--- config.mk ---
export PLATFORM = sky130hd
export DESIGN_NAME = controle_multiciclo
export DESIGN_NICKNAME = d
export VERILOG_FILES = /design/src/rtl/controle_pkg.sv /design/src/rtl/sincroniza_botao.sv /design/src/rtl/controle_multiciclo.sv
export SDC_FILE = /design/constraint.sdc
export NUM_CORES = 1
export LEC_CHECK = 0
export ABC_CLOCK_PERIOD_IN_PS = 3650
export CORE_MARGIN = 3
export CORE_UTILIZATION = 55
export CTS_CLUSTER_SIZE = 28
export DETAILED_ROUTE_END_ITERATION = 12
export DONT_BUFFER_PORTS = 1
export PLACE_DENSITY = 0.7
export SYNTH_ARGS = -nofsm -noshare
export SYNTH_HDL_FRONTEND = slang
export SYNTH_HIERARCHICAL = 1
export SYNTH_SLANG_ARGS = --single-unit
--- constraint.sdc ---
create_clock -name clock -period 3.65 [get_ports clock]
set_input_delay 0.5475 -clock clock [delete_from_list [all_inputs] [get_ports clock]]
set_output_delay 0.5475 -clock clock [all_outputs]
set_load 0.1 [all_outputs]
--- src/rtl/controle_pkg.sv ---
// Shared encodings for the multicycle control unit: FSM states, instruction
// classes, extender modes and the ULA pass-through opcode.
package controle_pkg;

    typedef enum logic [2:0] {
        ST_IDLE      = 3'b000,
        ST_FETCH     = 3'b001,
        ST_DECODE    = 3'b010,
        ST_EXECUTE   = 3'b011,
        ST_WRITEBACK = 3'b100
    } estado_t;

    // Instruction class lives in IR[15:14]; 2'b00 is not a valid class.
    localparam logic [1:0] CLS_ILLEGAL = 2'b00;
    localparam logic [1:0] CLS_I       = 2'b01;
    localparam logic [1:0] CLS_ALU     = 2'b10;
    localparam logic [1:0] CLS_II      = 2'b11;

    // Extender modes: 11-bit constant, load-constant-low, load-constant-high.
    localparam logic [1:0] EXT_CONST11 = 2'b00;
    localparam logic [1:0] EXT_LCL     = 2'b01;
    localparam logic [1:0] EXT_LCH     = 2'b10;

    // ULA operand B source.
    localparam logic MUX_SEL_BR  = 1'b0;
    localparam logic MUX_SEL_EXT = 1'b1;

    // ULA forwards operand B unchanged (used by the immediate formats).
    localparam logic [4:0] ULA_OP_PASSB = 5'b11111;

endpackage

--- src/rtl/sincroniza_botao.sv ---
// Brings the asynchronous step button into the clock domain through two
// flops and turns each synchronised rising edge into a one-cycle pulse.
module sincroniza_botao (
    input  logic clock,
    input  logic reset,
    input  logic botao,
    output logic step_pulse
);

    logic [1:0] sync_q, sync_d;
    logic       prev_q, prev_d;

    // Shift the button through the synchroniser and remember the last level.
    always_comb begin
        sync_d = {sync_q[0], botao};
        prev_d = sync_q[1];
    end

    // Synchroniser and edge-detect registers, cleared by the active-low reset.
    always_ff @(posedge clock or negedge reset) begin
        if (!reset) begin
            sync_q <= 2'b00;
            prev_q <= 1'b0;
        end else begin
            sync_q <= sync_d;
            prev_q <= prev_d;
        end
    end

    assign step_pulse = sync_q[1] & ~prev_q;

endmodule

--- src/rtl/controle_multiciclo.sv ---
// Multicycle control unit: owns PC and IR, fetches from instruction memory,
// decodes the three instruction classes and sequences the register-bank write.
//
// Fetch handshake: imem_req is high for every FETCH cycle with imem_addr = pc;
// the memory answers by raising imem_valid with imem_data in some cycle while
// imem_req is high, and the word is captured on that clock edge. imem_valid
// seen while imem_req is low is ignored. If no answer arrives within
// FETCH_TIMEOUT request cycles the fetch is abandoned and fetch_err pulses.
//
// Every control output is a flop (or a decode of the state flop), so an
// asynchronous reset drops them all at once without glitching br_we.
module controle_multiciclo
    import controle_pkg::*;
#(
    parameter int PC_W          = 8,
    parameter int REG_W         = 3,
    parameter int FETCH_TIMEOUT = 15
) (
    input  logic             clock,
    input  logic             reset,
    input  logic             run_mode,
    input  logic             botao,
    output logic             imem_req,
    output logic [PC_W-1:0]  imem_addr,
    input  logic             imem_valid,
    input  logic [15:0]      imem_data,
    output logic             br_we,
    output logic [REG_W-1:0] br_sel_a,
    output logic [REG_W-1:0] br_sel_b,
    output logic [1:0]       ext_ctrl,
    output logic [10:0]      ext_const,
    output logic             mux_ula_sel,
    output logic [4:0]       ula_op,
    output logic [2:0]       estado,
    output logic             illegal,
    output logic             fetch_err
);

    localparam int              CNT_W        = $clog2(FETCH_TIMEOUT + 1);
    localparam logic [CNT_W-1:0] TIMEOUT_LAST = CNT_W'(FETCH_TIMEOUT - 1);

    estado_t            state_q, state_d;
    logic [PC_W-1:0]    pc_q, pc_d;
    logic [15:0]        ir_q, ir_d;
    logic [CNT_W-1:0]   cnt_q, cnt_d;
    logic               br_we_q, br_we_d;
    logic [REG_W-1:0]   sel_a_q, sel_a_d;
    logic [REG_W-1:0]   sel_b_q, sel_b_d;
    logic [1:0]         ext_ctrl_q, ext_ctrl_d;
    logic [10:0]        ext_const_q, ext_const_d;
    logic               mux_q, mux_d;
    logic [4:0]         ula_op_q, ula_op_d;
    logic               illegal_q, illegal_d;
    logic               fetch_err_q, fetch_err_d;
    logic               step_pulse;

    sincroniza_botao u_sincroniza_botao (
        .clock      (clock),
        .reset      (reset),
        .botao      (botao),
        .step_pulse (step_pulse)
    );

    // Next-state, PC/IR update and decode of the registered control fields.
    always_comb begin
        state_d     = state_q;
        pc_d        = pc_q;
        ir_d        = ir_q;
        cnt_d       = '0;
        br_we_d     = 1'b0;
        sel_a_d     = sel_a_q;
        sel_b_d     = sel_b_q;
        ext_ctrl_d  = ext_ctrl_q;
        ext_const_d = ext_const_q;
        mux_d       = mux_q;
        ula_op_d    = ula_op_q;
        illegal_d   = 1'b0;
        fetch_err_d = 1'b0;

        case (state_q)
            ST_IDLE: begin
                // Step presses only count here; anywhere else they are dropped.
                if (run_mode || step_pulse) begin
                    state_d = ST_FETCH;
                end
            end

            ST_FETCH: begin
                if (imem_valid) begin
                    ir_d    = imem_data;
                    pc_d    = pc_q + PC_W'(1);
                    state_d = ST_DECODE;
                end else if (cnt_q == TIMEOUT_LAST) begin
                    // Last allowed wait cycle expired: give up, keep pc.
                    fetch_err_d = 1'b1;
                    state_d     = ST_IDLE;
                end else begin
                    cnt_d = cnt_q + CNT_W'(1);
                end
            end

            ST_DECODE: begin
                // Fields not used by a class are zeroed so the datapath sees
                // a clean word; mux_ula_sel is chosen here so it is already
                // stable for the whole EXECUTE cycle.
                case (ir_q[15:14])
                    CLS_ALU: begin
                        sel_a_d     = REG_W'(ir_q[5:3]);
                        sel_b_d     = REG_W'(ir_q[2:0]);
                        ula_op_d    = ir_q[10:6];
                        ext_ctrl_d  = EXT_CONST11;
                        ext_const_d = '0;
                        mux_d       = MUX_SEL_BR;
                        state_d     = ST_EXECUTE;
                    end
                    CLS_I: begin
                        sel_a_d     = REG_W'(ir_q[13:11]);
                        sel_b_d     = '0;
                        ula_op_d    = ULA_OP_PASSB;
                        ext_ctrl_d  = EXT_CONST11;
                        ext_const_d = ir_q[10:0];
                        mux_d       = MUX_SEL_EXT;
                        state_d     = ST_EXECUTE;
                    end
                    CLS_II: begin
                        sel_a_d     = REG_W'(ir_q[13:11]);
                        sel_b_d     = '0;
                        ula_op_d    = ULA_OP_PASSB;
                        ext_ctrl_d  = ir_q[10] ? EXT_LCH : EXT_LCL;
                        ext_const_d = {3'b000, ir_q[7:0]};
                        mux_d       = MUX_SEL_EXT;
                        state_d     = ST_EXECUTE;
                    end
                    default: begin
                        // Class 00: flag it and abandon the instruction.
                        illegal_d = 1'b1;
                        state_d   = ST_IDLE;
                    end
                endcase
            end

            ST_EXECUTE: begin
                // Raise the write enable for exactly the WRITEBACK cycle.
                br_we_d = 1'b1;
                state_d = ST_WRITEBACK;
            end

            ST_WRITEBACK: begin
                state_d = run_mode ? ST_FETCH : ST_IDLE;
            end

            default: begin
                state_d = ST_IDLE;
            end
        endcase
    end

    // State, program state and registered control outputs.
    always_ff @(posedge clock or negedge reset) begin
        if (!reset) begin
            state_q     <= ST_IDLE;
            pc_q        <= '0;
            ir_q        <= '0;
            cnt_q       <= '0;
            br_we_q     <= 1'b0;
            sel_a_q     <= '0;
            sel_b_q     <= '0;
            ext_ctrl_q  <= '0;
            ext_const_q <= '0;
            mux_q       <= 1'b0;
            ula_op_q    <= '0;
            illegal_q   <= 1'b0;
            fetch_err_q <= 1'b0;
        end else begin
            state_q     <= state_d;
            pc_q        <= pc_d;
            ir_q        <= ir_d;
            cnt_q       <= cnt_d;
            br_we_q     <= br_we_d;
            sel_a_q     <= sel_a_d;
            sel_b_q     <= sel_b_d;
            ext_ctrl_q  <= ext_ctrl_d;
            ext_const_q <= ext_const_d;
            mux_q       <= mux_d;
            ula_op_q    <= ula_op_d;
            illegal_q   <= illegal_d;
            fetch_err_q <= fetch_err_d;
        end
    end

    assign imem_req    = (state_q == ST_FETCH);
    assign imem_addr   = pc_q;
    assign br_we       = br_we_q;
    assign br_sel_a    = sel_a_q;
    assign br_sel_b    = sel_b_q;
    assign ext_ctrl    = ext_ctrl_q;
    assign ext_const   = ext_const_q;
    assign mux_ula_sel = mux_q;
    assign ula_op      = ula_op_q;
    assign estado      = state_q;
    assign illegal     = illegal_q;
    assign fetch_err   = fetch_err_q;

endmodule

==> Word-level counts from Yosys, hierarchy flattened <==
Cells that the tools add are included.
{ "op_classes": {"add_sub_neg": 2, "eq_ne": 10, "mux": 22, "n_bitwise": 2, "n_reduce_logical": 13} }
{ "ops": {"columns": ["operator", "count"], "rows": [
  ["$pmux W11 S3", 1],
  ["$pmux W3 S5", 1],
  ["$mux W4", 3],
  ["$pmux W3 S2", 2],
  ["$pmux W5 S2", 1],
  ["$reduce_and A2 Y1", 5],
  ["$mux W3", 3],
  ["$add A8 B1 Y8 const B", 1],
  ["$mux W1", 7],
  ["$eq A3 B2 Y1 const B", 2],
  ["$add A4 B1 Y4 const B", 1],
  ["$eq A2 B2 Y1 const B", 2],
  ["$eq A4 B4 Y1 const B", 1],
  ["$mux W2", 2],
  ["$pmux W2 S2", 1],
  ["$reduce_bool A2 Y1", 2],
  ["$reduce_or A2 Y1", 2],
  ["$eq A3 B1 Y1 const B", 1],
  ["$eq A3 B3 Y1 const B", 1],
  ["$logic_not A3 Y1", 1],
  ["$ne A3 B1 Y1 const B", 1],
  ["$reduce_bool A3 Y1", 1],
  ["$reduce_or A3 Y1", 1],
  ["$eq A2 B1 Y1 const B", 1],
  ["5 further kinds", 5]
]} }
{ "totals": {"reg_bits": 62, "in_bits": 21, "out_inout_bits": 40, "word_cells": 64} }

==> Longest topological paths before layout <==
Gate-level depths: netlist (run 1).
{ "depth": {"depth_word": 5, "mapped_depth": 5, "depth_no_buf": 5} }

==> Hierarchy <==
Netlist (run 1), hierarchy kept.
{ "by_module_without_submodules": {"columns": ["mod", "n_inst", "cells_per_inst", "area_per_inst_um2", "seq_area_each_um2"], "rows": [
  ["controle_multiciclo", 1, 175, 2386.0, 1476.4],
  ["sincroniza_botao", 1, 4, 88.8, 75.1]
]} }

==> Least setup slack after synthesis (run 1) <==
Ideal clock, no wire load.
{ "synth_path": {"kind": "register to output", "start": "register state_q[0] (netlist: estado[0])", "end": "output imem_req", "t_arrival_ns": 3.254, "required_time_ns": 3.102, "slack_ns": -0.151, "stages_incl_launch_ff": 3, "path_buffers": 0, "path_cell_list": "dfrtp_1 > inv_1 > nor3_1"} }
{ "synth_between": {"elab_chain_cells": 1} }
{ "synth_rtl": {"columns": ["item", "line_no", "text"], "rows": [
  ["start: declaration", "controle_multiciclo.sv:42", "estado_t state_q, state_d;"],
  ["start signal: assignment", "controle_multiciclo.sv:175", "state_q <= state_d;"],
  ["$eq A3 B1 Y1", "controle_multiciclo.sv:191", "assign imem_req = (state_q == ST_FETCH);"],
  ["end: declaration", "controle_multiciclo.sv:23", "output logic imem_req,"]
]} }
Every way passes these cells.

==> Final worst setup path (run 1) <==
{ "layout_path": {"start": "register state_q[2] (netlist: estado[2])", "end": "register sel_a_q[0] (netlist: br_sel_a[0])"} }
{ "layout_between": {"elab_chain_cells": 2} }
{ "layout_rtl": {"columns": ["item", "line_no", "text"], "rows": [
  ["$eq A3 B2 Y1", "controle_multiciclo.sv:80", "case (state_q)"],
  ["$reduce_and A2 Y1 (no source line)", null, null],
  ["end signal: assignment", "controle_multiciclo.sv:180", "sel_a_q <= sel_a_d;"],
  ["end: declaration", "controle_multiciclo.sv:47", "logic [REG_W-1:0] sel_a_q, sel_a_d;"]
]} }
Every way passes these cells.
A chain may end at the register's enable or synchronous reset.

==> impl_results.md, run 1 <==
- Post-synth EDFFs: 0
- Post-route minimum period: ~2.3 ns
- Setup Fix Bufs, Post-CTS: 0
- Diode count: 0
- Seq/Total Area, Yosys: 0.6269
- Grt total ovfl: 0
- Clock insertion delay at the later pin of the skew report: between 0.3 and 0.4 ns
- Detail Route Antenna Nets: 0
- Kind of critical path: reg2reg
- Root Driver: clkbuf_8
- Most common flop cell mapped by yosys: dfrtp_1
- Initial DRT Pass Iterations: 4
- Max-Cap Viols: 0
- Wire length per cell: around 18 microns
- Max Clock Freq: approximately 440 MHz
- Area Growth Syn to Fin: 11.58%
- Number of nets in the layout: between 200 and 250
- Setup TNS: 0 ns
- I/O pins: roughly 60
- Vias per inst: ~5.8
- Worst Tran Pin Value: roughly 1.0 ns
- Setup violators final: 0
- Synth async-reset ratio: 1.000
- Netlist Area Pre-Place: 2475 sq um
- Status: completed
- CTS tree: done
- Final count of pins violating max slew: 0
- Horiz. Die Dim: 73.08 microns
- Die Height: roughly 73 microns
- Clk slew on worst S/H paths: approximately 0.060 ns
- CP max FO: 26
- Core Rows: 23
- Largest net degree at the start of global routing: 63
- CP endpoint kind: register
- Die ar.: approximately 5300 sq um
- TritonCTS Buffers: 9
- Critical Path Max Stage Delay: around 0.82 ns
- Global-route wire length before repair: 7300 microns
- Starting Density: 0.5931
- Fin. Hold Viols: 0
- Vias in the first global route: between 1500 and 2000
- Clock skew: approximately 0.0062 ns
- Ys Warns: 6
- Placer Congestion: 0.7367
- Synth Register Bits: just over 60
- Multi-input combinational cell area: roughly 860 sq um
- RSZ-0062 raised after global routing: false
- IO Port Bufs: 0
- Post-cts gate resize count: 0
- CP max stage cell: or3_1
- Core area: about 4200 sq um
- Clk sinks: a little over 60
- Via count: 1408
- Filler cells: about 300
- Tightest Hold Check Type: in2async
- Fraction of layout cells with a size suffix above 1: 0.2565
- Tcrit/Tclk final: 0.6208
- Synthesized area per cell: about 14 sq um
- Critical path cell sequence: buf_4 > nand2b_1 > or3_1 > mux2_2
- Initial antenna violation count: 0
- Cells after Synth: about 180
- # H-tree levels: 3
- Arrival @ worst endpoint: roughly 2.5 ns
- WP data required: a little under 4 ns
- Routed wire length: 4422 microns
- DR iter-0 viols: 56
- Setup crit start kind: register
- Bufs on Longest Clock Path: 2
- Slew HR: 0.3008
- Hpwl dp: a little under 3000 microns
- GRT Overall Usage: 0.1848
- Syn_nets: 203
- Remaining DRCs: 0
- Netlist cell types: 35
- Register Area: approximately 1600 sq um
==> area by class of cell <==
type                    count  area share
flip-flops and latches     62      0.5618
clock buffers              13     0.05754
repair buffers              6     0.02356
clock inverters             1     0.01087
well taps                  50     0.02266
multi-input cells         101      0.3126
inverters                   8     0.01087
==> kinds of logic after synthesis <==
| logic type | synth area share |
|---|---|
| buf+inv | 0.03488 |
| flops | 0.6269 |
| fa+ha+maj | 0.01517 |
| simple gates | 0.08847 |
| mux | 0.1385 |
| xor+xnor | 0.02477 |
| compound gates | 0.07128 |
==> cell usage after synthesis (2+ instances only) <==
library cell	instances	share of area
ha_1	3	0.015
clkbuf_1	2	0.0030
mux2i_1	5	0.020
and3_1	2	0.0051
buf_2	3	0.0061
dfrtp_1	62	0.63
nand4_1	4	0.010
buf_6	3	0.014
nor2_1	12	0.018
xnor2_1	6	0.021
mux2_2	26	0.12
a21oi_1	3	0.0061
nand2b_1	3	0.0076
nand2_1	4	0.0061
inv_1	8	0.012
nor2b_1	4	0.010
a22o_1	11	0.039
==> state kept, by name (all words and copies together) (netlist names) <==
signal,flops
ir_q,16
ext_const,11
imem_addr,8
ula_op,5
cnt_q,4
br_sel_a,3
br_sel_b,3
estado,3
ext_ctrl,2
u_sincroniza_botao/sync_q,2
br_we,1
fetch_err,1
illegal,1
mux_ula_sel,1
u_sincroniza_botao/prev_q,1
==> worst max-delay path: cells and delay by family, from the launching register on <==
family | cells | cell delay, ns
buf+inv | 1 | 0.34
mux | 1 | 0.43
flops | 1 | 0.32
simple gates | 2 | 1.05
==> routing by layer <==
| metal | part of all wire | routed length (microns) | vias to the layer above | global-route usage |
|---|---|---|---|---|
| met4 | 0.0095 | 42 | 0 | 0.09426 |
| met3 | 0.078 | 343 | 5 | 0.07576 |
| met5 | 0 | 0 | - | 0 |
| met2 | 0.49 | 2186 | 46 | 0.2870 |
| li1 | - | - | 643 | - |
| met1 | 0.42 | 1850 | 714 | 0.2204 |
==> metrics by stage <==
stage               worst slack, ns  utilization  hold slack, ns  instance area (sq um)  std cells
CTS                           1.354       0.6618         0.09520                   2761        241
finish                        1.384       0.6618         0.09963                   2761        241
floorplan                    0.6734            -          0.2519                   2480        179
global placement              1.458       0.6099          0.2536                   2545        226
global route                  1.234       0.6618         0.09353                   2761        241
detailed placement            1.367       0.6099          0.2535                   2545        226
==> layout by cell type (no fill, tap or decap), drive strengths merged, types with 2 or more instances in the layout <==
master and n:
clkbuf 13, nor2 12, ha 3, dfrtp 62, nand4 4, nand2 4
a22o 11, buf 6, mux2 26, nand2b 3, a21oi 3, mux2i 5
nor2b 5, xnor2 6, and3 2, inv 8
==> path summary, 6_finish.rpt <==
path	startpoint	endpoint	slack, ns	cells after the start
worst max-delay path	estado[2]	br_sel_a[0]	1.38	4
worst min-delay path	reset	cnt_q[3]	0.1	1
worst max register to register	estado[2]	br_sel_a[0]	1.38	4
worst min register to register	u_sincroniza_botao/sync_q[0]	u_sincroniza_botao/sync_q[1]	0.36	0
max in group asynchronous	reset	ir_q[4]	3.32	1
min in group clock	botao	u_sincroniza_botao/sync_q[0]	0.25	0
==> repair_timing <==
action / in CTS / in global routing
hold endpoints to repair: 62 / 0
endpoints found under the setup margin: 0 / 0
hold buffers: 1 / 0
Power of run 1 is left out: the tool's default activity adds up to more than one toggle a clock period on the data nets, which glitch-free logic cannot reach.
==> run 2, diff against run 1 <==
ABC_CLOCK_PERIOD_IN_PS = 2310   (was 3650)
clock period = 2.31 ns   (was 3.65 ns; I/O delays follow)
==> run 2 against run 1 <==
Sequential cell count unchanged; via count up 9.2%; wire length grew 12%; sequential share of layout area down 4.6 points; register-to-register slack lost 1.1 ns; global-route usage grew 2.4 points; non-clock buffer count rose by 31; maximum frequency grew 12%; final cell count rose by 14%; worst hold slack got worse by 0.061 ns; first-iteration DRC count shrank 5.4%; die area stayed put; largest cell class unchanged.
==> impl_results.md, run 2 (same netlist as run 1, synthesis figures left out) <==
- Hold Crit Depth: 0
- Max-Cap Viols: 0 (unchanged)
- Critical path cell sequence: nand2b_1 > or3_1 > mux2_2
- Initial DRT Pass Iterations: 4 (unchanged)
- Hpwl dp: 3283 microns (+11%)
- Finished Cell Area: 3008 sq um (+8.9%)
- Starting Density: 0.5931 (unchanged)
- Routed wire length: 4933 microns (+12%)
- Core area: 4173 sq um (unchanged)
- Core Rows: 23 (unchanged)
- Largest net degree at the start of global routing: 63 (unchanged)
- Status: completed
- CP max stage cell: or3_1
- Tightest Hold Check Type: in2reg
- Die Height: 73.08 microns (unchanged)
- DR iter-0 viols: 53 (-5.4%)
- Global-route wire length before repair: 8107 microns (+11%)
- GRT Overall Usage: 0.2083 (+0.02353)
- Critical Path Max Stage Delay: 0.80 ns (-0.02 ns)
- Clock skew: 0.008004 ns (+0.001816 ns)
- Worst Tran Pin Value: 1.060 ns (+0.01120 ns)
- Max reg flops: 16 (unchanged)
- GR Util met1: 0.2436 (+0.02318)
- Diode count: 0 (unchanged)
- Met2 GRT Util: 0.3267 (+0.03972)
- Reg-to-Reg Start: estado[2]
- Reg2Reg Setup Slack: 0.28 ns (-1.10 ns)
- Max Clock Freq: 493.3 MHz (+12%)
- Worst Reg-to-Reg Cells: 3 (-1)
- Most frequent cells in the layout: dfrtp_1, buf_4, mux2_2, nor2_1, a22o_1
- Bufs on Longest Clock Path: 2 (unchanged)
- TritonCTS Buffers: 9 (unchanged)
- Min-Delay Endpoint: u_sincroniza_botao/sync_q[0]
- Placer Congestion: 0.7868 (+6.8%)
- Met3 GRT Util: 0.08540 (+0.009642)
- CP endpoint kind: register
- Post-route minimum period: 2.027 ns (-0.2389 ns)
- Area Growth Syn to Fin: 21.54%
- Horiz. Die Dim: 73.08 microns (unchanged)
- I/O pins: 61 (unchanged)
- RSZ-0062 raised after global routing: false
- WP data required: 2.53 ns (-1.32 ns)
- Fraction of layout cells with a size suffix above 1: 0.3750 (+0.1185)
- Vias per inst: 5.613 (-3.9%)
- Vias in the first global route: 1613 (+7.5%)
- Critical R2R Capture: br_sel_b[0]
- Kind of critical path: reg2reg
- Clk sinks: 62 (unchanged)
- Setup TNS: 0 ns (unchanged)
- Clock insertion delay at the later pin of the skew report: 0.34 ns (+0.02 ns)
- Area after DPL: 2771 sq um (+8.9%)
- Most common cell after layout, fill and taps aside: dfrtp_1
- Tcrit/Tclk final: 0.8775 (+0.2567)
- Setup violators final: 0 (unchanged)
- Wire length per cell: 18.00 microns (-1.9%)
- Die ar.: 5341 sq um (unchanged)
- IO Port Bufs: 0 (unchanged)
- CP max FO: 26 (unchanged)
- Via count: 1538 (+9.2%)
- Setup crit start kind: register
- Fin. Hold Viols: 0 (unchanged)
- Top reg by flops: ir_q
- # H-tree levels: 3 (unchanged)
- Detail Route Antenna Nets: 0 (unchanged)
- Remaining DRCs: 0 (unchanged)
- Initial antenna violation count: 0 (unchanged)
- Setup Fix Bufs, Post-CTS: 0 (unchanged)
- Arrival @ worst endpoint: 2.24 ns (-0.23 ns)
- Clk slew on worst S/H paths: 0.07 ns (about the same)
- Final count of pins violating max slew: 0 (unchanged)
- Grt total ovfl: 0 (unchanged)
- Most used routing layer: met2
- Number of nets in the layout: 243 (+15%)
- Min-delay src: botao
- CTS tree: done
- Root Driver: clkbuf_8
- Slew HR: 0.2933 (-0.007470)
run 2: cell types whose count changed in the layout (fill, tap and decap cells not counted):
cell           before  now
buf_4               5   35
clkinvlp_4          0    3
clkbuf_1            2    0
clkbuf_8           11    9
clkinv_4            0    2
clkinv_2            0    1
dfrtp_1            62   61
dfrtp_2             0    1
dlygate4sd3_1       0    1
run 2: what timing repair did:
action / CTS / global route
gates resized for setup: 0 / 0
endpoints found under the hold margin: 62 / 0
hold buffers: 2 / 0
run 2: cell type report:
| cell class | count | area, sq um |
|---|---|---|
| clock buffers | 9 | 123.9 |
| flip-flops and latches | 62 | 1553 |
| inverters | 8 | 30.03 |
| multi-input cells | 101 | 863.3 |
| well taps | 50 | 62.56 |
| fillers | 308 | 1165 |
| repair buffers | 37 | 300.3 |
| clock inverters | 7 | 75.07 |
run 2: layer usage:
metal / vias up / share of wire
met3: 11 / 0.080
met4: 0 / 0.021
li1: 712 / -
met2: 46 / 0.49
met1: 769 / 0.41
met5: - / 0
run 2: metrics by stage:
stage | hold slack (ns) | std cells | util | setup slack (ns)
2_1_floorplan | 0.05091 | 179 | - | 0.06865
3_3_place_gp | 0.05270 | 256 | 0.6642 | 0.3909
3_5_place_dp | 0.05230 | 256 | 0.6642 | 0.3202
4_1_cts | 0.02343 | 274 | 0.7208 | 0.3024
5_1_grt | 0.004353 | 274 | 0.7208 | 0.1843
6_report | 0.03875 | 274 | 0.7208 | 0.2829
run 2: worst max-delay path, delay by kind of cell (launching register included):
kind,cells,cell delay [ns]
muxes,1,0.46
and+or+nand+nor,2,1.01
DFF,1,0.43
run 2: how the worst max path moves through the flow:
stage | end | cells after the start | slack (ns) | from
after global placement | br_sel_b[0] | 3 | 0.39 | estado[2]
after floorplan | ext_const[10] | 5 | 0.07 | estado[1]
after global routing | br_sel_b[0] | 3 | 0.18 | estado[2]
final | br_sel_b[0] | 3 | 0.28 | estado[2]
after CTS | br_sel_b[0] | 3 | 0.30 | estado[2]
after detailed placement | br_sel_b[0] | 3 | 0.32 | estado[2]
Power of run 2 is left out for the same reason.
